===== config.mk =====
export PLATFORM = sky130hd
export DESIGN_NAME = apb_master_mc
export DESIGN_NICKNAME = d
export VERILOG_FILES = /design/src/rtl/apb_master_mc.sv
export SDC_FILE = /design/constraint.sdc
export NUM_CORES = 1
export LEC_CHECK = 0
export ABC_CLOCK_PERIOD_IN_PS = 3500
export CAP_MARGIN = 25
export CORE_AREA = 4 4 159 161
export CTS_CLUSTER_DIAMETER = 30
export DETAILED_ROUTE_END_ITERATION = 8
export DIE_AREA = 0 0 163 165
export PLACE_DENSITY = 0.74
export SLEW_MARGIN = 5
export SYNTH_ARGS = -nofsm -noshare
export SYNTH_HDL_FRONTEND = slang
export SYNTH_SLANG_ARGS = --single-unit

===== constraint.sdc =====
create_clock -name clk -period 3.5 [get_ports clk]
set_input_delay 0.7 -clock clk [delete_from_list [all_inputs] [get_ports clk]]
set_output_delay 0.7 -clock clk [all_outputs]
set_load 0.05 [all_outputs]

===== src/rtl/apb_master_mc.sv =====
// apb_master_mc -- single-outstanding APB4 master with multi-slave decode.
//
// Takes one transfer at a time from the core over a valid/ready handshake,
// decodes a slave index from the address, runs the APB SETUP/ACCESS sequence
// (wait states, strobes, slave error), and returns a one-cycle response.
// Out-of-range slave indices and ACCESS phases that exceed TIMEOUT cycles are
// reported as errors without hanging the bus.
//
// Ports:
//   clk, rst                 clock, asynchronous active-low reset
//   req_valid/req_ready      request handshake (ready only in IDLE, out of reset)
//   req_addr/write/wdata/strb request payload
//   rsp_valid/rsp_rdata/rsp_err  one-cycle completion pulse and payload
//   psel/penable/pwrite/paddr/pwdata/pstrb  APB master outputs
//   prdata/pready/pslverr    per-slave APB inputs (slave i at slice i)
module apb_master_mc #(
  parameter int unsigned ADDR_W     = 12,
  parameter int unsigned DATA_W     = 32,
  parameter int unsigned NUM_SLAVES = 8,
  parameter int unsigned SEL_LSB    = 8,
  parameter int unsigned SEL_W      = 3,
  parameter int unsigned TIMEOUT    = 256
) (
  input  logic                         clk,
  input  logic                         rst,
  input  logic                         req_valid,
  output logic                         req_ready,
  input  logic [ADDR_W-1:0]            req_addr,
  input  logic                         req_write,
  input  logic [DATA_W-1:0]            req_wdata,
  input  logic [DATA_W/8-1:0]          req_strb,
  output logic                         rsp_valid,
  output logic [DATA_W-1:0]            rsp_rdata,
  output logic                         rsp_err,
  output logic [NUM_SLAVES-1:0]        psel,
  output logic                         penable,
  output logic                         pwrite,
  output logic [ADDR_W-1:0]            paddr,
  output logic [DATA_W-1:0]            pwdata,
  output logic [DATA_W/8-1:0]          pstrb,
  input  logic [NUM_SLAVES*DATA_W-1:0] prdata,
  input  logic [NUM_SLAVES-1:0]        pready,
  input  logic [NUM_SLAVES-1:0]        pslverr
);

  localparam int unsigned STRB_W = DATA_W / 8;
  localparam int unsigned CNT_W  = (TIMEOUT > 1) ? $clog2(TIMEOUT) : 1;

  typedef enum logic [1:0] {
    IDLE,
    SETUP,
    ACCESS
  } state_t;

  state_t state, state_next;

  // Captured transfer
  logic [ADDR_W-1:0]     addr_q;
  logic                  write_q;
  logic [DATA_W-1:0]     wdata_q;
  logic [STRB_W-1:0]     strb_q;
  logic [NUM_SLAVES-1:0] sel_q;

  // Request decode
  logic [SEL_W-1:0]      req_idx;
  logic [NUM_SLAVES-1:0] req_sel;
  logic                  dec_err;
  logic                  accept;

  // Selected-slave response
  logic                  sel_ready;
  logic                  sel_err;
  logic [DATA_W-1:0]     sel_rdata;

  // ACCESS cycle counter
  logic [CNT_W-1:0]      cnt_q;
  logic                  to_hit;

  // Response next-values
  logic                  rsp_valid_d;
  logic                  rsp_err_d;
  logic [DATA_W-1:0]     rsp_rdata_d;

  logic                  active;

  assign req_ready = (state == IDLE) && rst;
  assign accept    = req_valid && req_ready;
  assign req_idx   = req_addr[SEL_LSB +: SEL_W];

  always_comb begin
    dec_err = (32'(req_idx) >= NUM_SLAVES);
    req_sel = '0;
    for (int unsigned i = 0; i < NUM_SLAVES; i++) begin
      req_sel[i] = (32'(req_idx) == i);
    end
  end

  // Only the captured slave's handshake lines are looked at; others are ignored.
  always_comb begin
    sel_ready = 1'b0;
    sel_err   = 1'b0;
    sel_rdata = '0;
    for (int unsigned i = 0; i < NUM_SLAVES; i++) begin
      if (sel_q[i]) begin
        sel_ready = pready[i];
        sel_err   = pslverr[i];
        sel_rdata = prdata[i*DATA_W +: DATA_W];
      end
    end
  end

  // cnt_q holds the index of the current ACCESS cycle (0-based); aborting when
  // it reaches TIMEOUT-1 caps ACCESS at exactly TIMEOUT cycles.
  assign to_hit = (TIMEOUT != 0) && (32'(cnt_q) == TIMEOUT - 1);

  always_ff @(posedge clk or negedge rst) begin
    if (!rst) begin
      state <= IDLE;
    end else begin
      state <= state_next;
    end
  end

  always_comb begin
    state_next  = state;
    rsp_valid_d = 1'b0;
    rsp_err_d   = 1'b0;
    rsp_rdata_d = '0;
    case (state)
      IDLE: begin
        if (accept) begin
          if (dec_err) begin
            rsp_valid_d = 1'b1;
            rsp_err_d   = 1'b1;
          end else begin
            state_next = SETUP;
          end
        end
      end
      SETUP: begin
        state_next = ACCESS;
      end
      ACCESS: begin
        if (sel_ready) begin
          state_next  = IDLE;
          rsp_valid_d = 1'b1;
          rsp_err_d   = sel_err;
          rsp_rdata_d = (!write_q && !sel_err) ? sel_rdata : '0;
        end else if (to_hit) begin
          state_next  = IDLE;
          rsp_valid_d = 1'b1;
          rsp_err_d   = 1'b1;
        end
      end
      default: begin
        state_next = IDLE;
      end
    endcase
  end

  always_ff @(posedge clk or negedge rst) begin
    if (!rst) begin
      addr_q  <= '0;
      write_q <= 1'b0;
      wdata_q <= '0;
      strb_q  <= '0;
      sel_q   <= '0;
    end else if (accept && !dec_err) begin
      addr_q  <= req_addr;
      write_q <= req_write;
      wdata_q <= req_write ? req_wdata : '0;
      strb_q  <= req_write ? req_strb : '0;
      sel_q   <= req_sel;
    end
  end

  always_ff @(posedge clk or negedge rst) begin
    if (!rst) begin
      cnt_q <= '0;
    end else if (state != ACCESS) begin
      cnt_q <= '0;
    end else begin
      cnt_q <= cnt_q + 1'b1;
    end
  end

  always_ff @(posedge clk or negedge rst) begin
    if (!rst) begin
      rsp_valid <= 1'b0;
      rsp_err   <= 1'b0;
      rsp_rdata <= '0;
    end else begin
      rsp_valid <= rsp_valid_d;
      rsp_err   <= rsp_err_d;
      rsp_rdata <= rsp_rdata_d;
    end
  end

  // APB outputs are gated by state so reset clears them in the same cycle.
  assign active  = (state == SETUP) || (state == ACCESS);
  assign psel    = active ? sel_q : '0;
  assign penable = (state == ACCESS);
  assign pwrite  = active && write_q;
  assign paddr   = active ? addr_q : '0;
  assign pwdata  = active ? wdata_q : '0;
  assign pstrb   = active ? strb_q : '0;

endmodule

# Yosys cells after proc, flatten, opt, wreduce, memory -nomap -nowiden
# Index checks and enable logic that the tools add are counted.
# totals
latch_bits	0
wordCells	77
output_inout_bits	93
ram_bits	0
reg_bits	101
memories	0
romBits	0
input_bits	324
# classes
eq_ne	13
n_div	0
reduce_logical	10
muxes	43
n_addsub	1
bitwise_logic	0
n_shift	0
n_mul	0
order_cmp	0
# ops
cell	n
$mux W32	13
$mux W1	21
$mux W8	2
$eq A3 B3 Y1 const B	4
$mux W12	1
$add A8 B1 Y8 const B	1
$eq A8 B8 Y1 const B	1
$mux W4	2
$eq A3 B2 Y1 const B	2
$mux W2	3
$pmux W2 S3	1
$logic_and A1 B1 Y1	4
$ne A2 B2 Y1 const B	2
$eq A3 B1 Y1 const B	1
$logic_not A3 Y1	1
$ne A3 B1 Y1 const B	1
$eq A2 B1 Y1 const B	1
$eq A2 B2 Y1 const B	1
$logic_not A1 Y1	2
$logic_not A2 Y1	1
$reduce_and A2 Y1	1
$logic_or A1 B1 Y1	1

# Depth between registers and ports, before layout
# Gate-level depths: netlist of the first run.
# logic_depth
ltp_word	13
depth_mapped	9
depth_no_buf	6

# Least setup slack after synthesis of the first run
# OpenSTA, ideal clock, no wires.
# synth_path
kind	register -> register
start	register state[0]
end	register rsp_rdata[10]
synth_period_minus_slack_ns	2.391
path_slack_ns	1.109
t_required_ns	3.413
path_stages_with_launch	8
n_path_buf	2
setup_ns	0.087
arrival_time_ns	2.304
path_cell_list	dfrtp_1 > inv_1 > ha_1 > clkinv_1 > or4b_1 > buf_2 > buf_6 > a211oi_2
# synth_via
elab_chain_len	2
# synth_rtl
element	line	source
start, declared	55	state_t state, state_next;
start signal, assigned	120	state <= state_next;
$eq A2 B2 Y1	--	
named net penable	36	output logic penable,
$mux W32	129	case (state)
named net rsp_rdata_d[10]	82	logic [DATA_W-1:0] rsp_rdata_d;
end signal, assigned	195	rsp_rdata <= rsp_rdata_d;
end, declared	33	output logic [DATA_W-1:0] rsp_rdata,
# The timed path passes the listed nets, and every way through them passes these cells.
# A chain may end at the register's enable or synchronous reset.

# Final worst setup path of the first run
# layout_path
start	register state[0]
end	output pwdata[22]
# layout_via
elab_chain_len	3
elab_cells_between_ends	4
cone_classes	2 x eq/ne; 1 x mux; 1 x reduce/logical
# layout_rtl
element	line	source
$eq A2 B1 Y1 / $eq A2 B2 Y1 (equally long branches)	200	assign active = (state == SETUP) || (state == ACCESS);
$logic_or A1 B1 Y1 (*)	200	
$mux W32 (*)	205	assign pwdata = active ? wdata_q : '0;
end, declared	39	output logic [DATA_W-1:0] pwdata,
# Mark *: on every way between the ends. The rest lies on a longest branch, timed or not.

==> reports/qor.txt, run 1 <==
status = finished, final reports clean
Finished Layout Cells = 1385
cell type with the largest total area after synthesis = dfrtp_1
#FFs+latches synth = 101
most common cell in the netlist = dfrtp_1
H-tree levels = 3
Worst Path Arrival = 2.08 ns
initial DRC count = 440
WS Path Type = flip-flop to output pin
P_leak = 4.35 nW
TritonCTS clock tree = built
Worst slew margin = 48.8%
EDFF count, synth = 0
CP startpoint kind = flip-flop
RSZ-0062 raised after global routing = false
die width = 163 um
setup_tns = 0 ns
post-place instance area = 10600 sq um
overall power of the completed layout = 8.15 mW
Routed wire per std cell = 22.2 um
Num CTS Buffers = 9
final hold violations = 0
top cell type's share of synthesized area = 40.3%
fin area = 10900 sq um
Post-Route Skew = 0.0135 ns
clock root buffer = clkbuf_16
initial antenna violation count = 5
CP max stage cell = buf_4
Main synth FF type = dfrtp_1
DRC = 0
Initial Util = 26.2%
DP HPWL = 23800 um
First-pass DRT Iterations = 5
final net count = 1383
DRT antenna net count = 0
internal power = 4.07 mW
total number of vias = 7072
first-pass GRT wire length = 43600 um
Post-CTS Setup Inserts = 0
Cell variety after synth = 42
fin. max-slew vios = 0
Reg clk slew, reported paths = 0.07 ns
synthesized area per cell = 9.26 sq um
Hold Path Class = flip-flop to flip-flop
Placed Cells incl. Taps = 1367
final wirelength = 30800 um
PostCTS Resize Cnt = 0
Seq/Total Area, Yosys = 40.3%
crit-path cells = inv_1 -> ha_1 -> buf_4 -> and2_1 -> buf_4
YS warnings = 0
Sw Ratio = 50.0%
CTS Sinks = 101
layout cells sized above 1 = 14.4%
max_cap viols = 0
net switching power figure = 4.07 mW
combinational share of power = 66.0%
Synth Instances = 677
Syn Nets = 1006
grt total ovfl = 0
hold slack = 0.445 ns
Setup-failing EPs final = 0
Worst path max stage delay = 0.43 ns
min cycle time layout = 2.78 ns
register share of total power = 21.8%
die area = 26900 sq um
vias per cell = 5.11
Crit Path Max Fanout = 55
Bufs on Longest Clock Path = 2
fmax = 360 MHz
post-synthesis async set-or-reset flop share = 100%
CTS Hold Bufs = 0
Peak VDD IR = 479 uV
worst path required time = 2.80 ns
number of global-route vias before repair = 7162
Slew @ Worst Pin = 0.768 ns
fin crit share = 79.3%
pwr/cell area = 749 nW/um^2
Vert. Die Dim = 165 um
clock power share = 12.2%
Layout area overhead = 73.5%
Core Region = 24000 sq um
num ports = 417
most frequent cells after synthesis = dfrtp_1, nand2_1, o21ai_0
row cnt = 57
Synth area leaders = dfrtp_1, o21ai_0, a211oi_2
gpl congestion = 0.859
crit end category = output pin
port bufs = 416
aggregate global-route resource usage = 21.5%
Clock Latency Late Sink = 0.35 ns
Worst path most repeated cell = buf_4
Mapped Area = 6270 sq um
largest net degree at the start of global routing = 61
-- flip-flops by register name, summed over array words and instances, names as in the netlist --
signal     flops
state          2
cnt_q          8
wdata_q       32
rsp_err        1
sel_q          8
addr_q        12
strb_q         4
rsp_rdata     32
rsp_valid      1
write_q        1
-- through the flow --
stage               util (%)  setup WS (ns)
finish                  45.4          0.723
detailed placement      44.2          0.456
CTS                     45.4          0.640
global placement        44.1          0.510
global route            45.4          0.530
floorplan                  -           1.11
-- cells in the final DEF (no fill, tap or decap), types with 14 or more instances in the layout --
cell type,Yosys,routed
a211oi_2,30,30
o22ai_1,31,31
mux2_2,14,14
nand2_1,92,91
o21ai_0,76,76
o221ai_1,32,32
and2_1,60,60
clkdlybuf4s50_1,0,357
a221o_1,32,32
a221oi_1,31,31
dfrtp_1,101,97
buf_4,1,78
o21a_1,32,32
-- power by group through the flow --
stage	registers [mW]	clock network, mW	logic (mW)
after floorplan	1.81	0	3.53
after global placement	1.78	0	5.32
after detailed placement	1.79	0	5.40
after CTS	1.78	1.04	5.41
after global routing	1.82	1.09	5.76
final	1.77	0.996	5.38
-- layer usage --
layer	track usage [%]	up-vias	part of all wire (%)
met1	26.9	3312	41
met3	6.44	58	9.3
li1	-	3306	-
met4	10.1	0	4.0
met2	34.0	396	46
met5	0	-	0
-- final timing paths --
path	from	end	slack, ns	cells past startpoint
min in group asynchronous	rst	wdata_q[1]	0.50	2
worst min register to register	cnt_q[0]	cnt_q[0]	0.45	1
worst min-delay path	cnt_q[0]	cnt_q[0]	0.45	1
worst max register to register	sel_q[7]	rsp_rdata[29]	0.87	7
max in group asynchronous	rst	sel_q[4]	1.76	3
worst max-delay path	state[0]	pwdata[22]	0.72	5
-- logic make-up (layout without fill, tap and decap cells) --
logic type / Yosys count / count (layout) / synth area share, %
XOR/XNOR: 6 / 6 / 0.838
multiplexers: 14 / 14 / 2.51
adder cells (fa/ha/maj): 5 / 5 / 0.998
other: 0 / 2 / 0
AND/OR/NAND/NOR: 182 / 182 / 14.2
AO/OA/AOI/OAI: 287 / 287 / 35.5
flip-flops: 101 / 101 / 40.3
buffers and inverters: 82 / 464 / 5.63
-- cell type report --
cell class              instances  area, sq um
clock inverters                 6         51.3
inverters                      11         41.3
multi-input cells             494         3410
clock buffers                  10          229
well taps                     324          405
repair buffers                437         4200
diodes                          2         5.00
flip-flops and latches        101         2530
fillers                      2328        13100
-- worst max-delay path: cells and delay by family (launching register included) --
| family | cells | cell delay, ns |
|---|---|---|
| buf+inv | 3 | 0.73 |
| fa+ha+maj | 1 | 0.37 |
| simple gates | 1 | 0.23 |
| flops | 1 | 0.38 |
Note: power is estimated with default switching activity, not from simulation.
==> run 2, diff against run 1 <==
==> config.mk (replaced) <==
export PLATFORM = sky130hd
export DESIGN_NAME = apb_master_mc
export DESIGN_NICKNAME = d
export VERILOG_FILES = /design/src/rtl/apb_master_mc.sv
export SDC_FILE = /design/constraint.sdc
export NUM_CORES = 1
export LEC_CHECK = 0
export ABC_CLOCK_PERIOD_IN_PS = 2740
export CAP_MARGIN = 25
export CORE_AREA = 4 4 161 163
export CTS_CLUSTER_DIAMETER = 30
export DETAILED_ROUTE_END_ITERATION = 8
export DIE_AREA = 0 0 165 167
export PLACE_DENSITY = 0.73
export SLEW_MARGIN = 5
export SYNTH_ARGS = -nofsm -noshare
export SYNTH_HDL_FRONTEND = slang
export SYNTH_SLANG_ARGS = --single-unit
==> constraint.sdc (replaced) <==
create_clock -name clk -period 2.74 [get_ports clk]
set_input_delay 0.548 -clock clk [delete_from_list [all_inputs] [get_ports clk]]
set_output_delay 0.548 -clock clk [all_outputs]
set_load 0.05 [all_outputs]
==> run 2 against run 1 <==
  * Clock skew is 0.0023 ns higher
  * Register-to-register slack worse by 0.53 ns
  * Clock-buffer cell count is 1 lower
  * Final cell count is 0.29% higher
  * Critical path type unchanged
  * Largest cell class unchanged
==> reports/qor.txt, run 2 (same netlist as run 1, synthesis figures left out) <==
max_cap viols = 0
DRT antenna net count = 0
final hold violations = 0
min cycle time layout = 2.55 ns
total number of vias = 7227
worst path required time = 2.19 ns
DP HPWL = 23700 um
Post-CTS Setup Inserts = 0
number of global-route vias before repair = 7328
clock root buffer = clkbuf_16
Routed wire per std cell = 21.8 um
num ports = 417
CP startpoint kind = flip-flop
aggregate global-route resource usage = 20.8%
gpl congestion = 0.921
die area = 27600 sq um
Reg clk slew, reported paths = 0.09 ns
Vert. Die Dim = 167 um
final net count = 1387
Core Region = 24300 sq um
crit end category = output pin
fin crit share = 93.0%
layout cells sized above 1 = 14.9%
registers with the most flip-flops = rsp_rdata: 32 flops, wdata_q: 32 flops, addr_q: 12 flops
setup_tns = 0 ns
overall power of the completed layout = 11.7 mW
Setup-failing EPs final = 0
vias per cell = 5.20
die width = 165 um
initial antenna violation count = 3
fill count = 2247
Initial Util = 25.8%
hold slack = 0.355 ns
Post-Route Skew = 0.0158 ns
DRC = 0
H-tree levels = 3
first-pass GRT wire length = 44400 um
most common cell after layout, fill and taps aside = clkdlybuf4s50_1
TritonCTS clock tree = built
Placed Cells incl. Taps = 1371
WS Path Type = flip-flop to output pin
commonest cells after routing, fill and taps aside = clkdlybuf4s50_1, dfrtp_1, nand2_1
Num CTS Buffers = 9
port bufs = 416
CP Launch Point = state[0]
Worst slew margin = 48.5%
CTS Hold Bufs = 0
status = finished, final reports clean
fmax = 393 MHz
Clock Latency Late Sink = 0.36 ns
RSZ-0062 raised after global routing = false
Crit Path Max Fanout = 6
CTS Sinks = 101
Multi-input gate area = 3420 sq um
Finished Layout Cells = 1389
grt total ovfl = 0
P_leak = 4.57 nW
FF/Latch Area = 2530 sq um
Layout area overhead = 86.5%
row cnt = 57
fin. max-slew vios = 0
PnR worst setup slack = 0.193 ns
Slew @ Worst Pin = 0.772 ns
Bufs on Longest Clock Path = 2
final wirelength = 30300 um
Peak VDD IR = 756 uV
Worst R2R Start = sel_q[2]
Worst Path Arrival = 2.00 ns
worst slack, placed = -0.0278 ns
largest net degree at the start of global routing = 58
Hold Path Class = input port to asynchronous set/reset pin
PostCTS Resize Cnt = 0
pwr/cell area = 999 nW/um^2
initial DRC count = 526
First-pass DRT Iterations = 5
==> run 2: cell type report <==
| type | instances | share of cell area [%] |
|---|---|---|
| diodes | 2 | 0.0428 |
| flip-flops and latches | 101 | 21.7 |
| well taps | 324 | 3.47 |
| repair buffers | 441 | 42.6 |
| clock buffers | 9 | 1.93 |
| clock inverters | 7 | 0.749 |
| inverters | 11 | 0.353 |
| multi-input cells | 494 | 29.2 |
==> run 2: path summary, 6_finish.rpt <==
| check | end | slack [ns] | cells after the start |
|---|---|---|---|
| max | penable | 0.19 | 3 |
| min | wdata_q[29] | 0.36 | 2 |
| max reg2reg | rsp_rdata[31] | 0.34 | 7 |
| min reg2reg | cnt_q[0] | 0.45 | 1 |
| max in group asynchronous | sel_q[4] | 1.14 | 3 |
| min in group clk | cnt_q[0] | 0.45 | 1 |
==> run 2: report_power, final <==
group / internal [mW] / leakage (nW) / switching [mW]
logic: 3.61 / 3.08 / 4.48
registers: 1.95 / 1.34 / 0.307
clock network: 0.660 / 0.148 / 0.677
==> run 2: critical path, cell delays in order, from the launching register on <==
cell,delay (ns)
dfrtp_1,0.40
inv_1,0.11
ha_1,0.27
clkdlybuf4s50_1,0.86
==> run 2: routing by layer <==
| layer | track usage [%] | routed length [um] |
|---|---|---|
| met3 | 8.13 | 3520 |
| met1 | 24.5 | 11400 |
| met4 | 7.81 | 963 |
| met2 | 34.0 | 14300 |
| met5 | 0 | 13 |
==> run 2: metrics by stage <==
stage	util (%)	area, sq um
2_1_floorplan	-	6270
3_3_place_gp	46.8	11400
3_5_place_dp	46.8	11400
4_1_cts	48.1	11700
5_1_grt	48.1	11700
6_report	48.1	11700
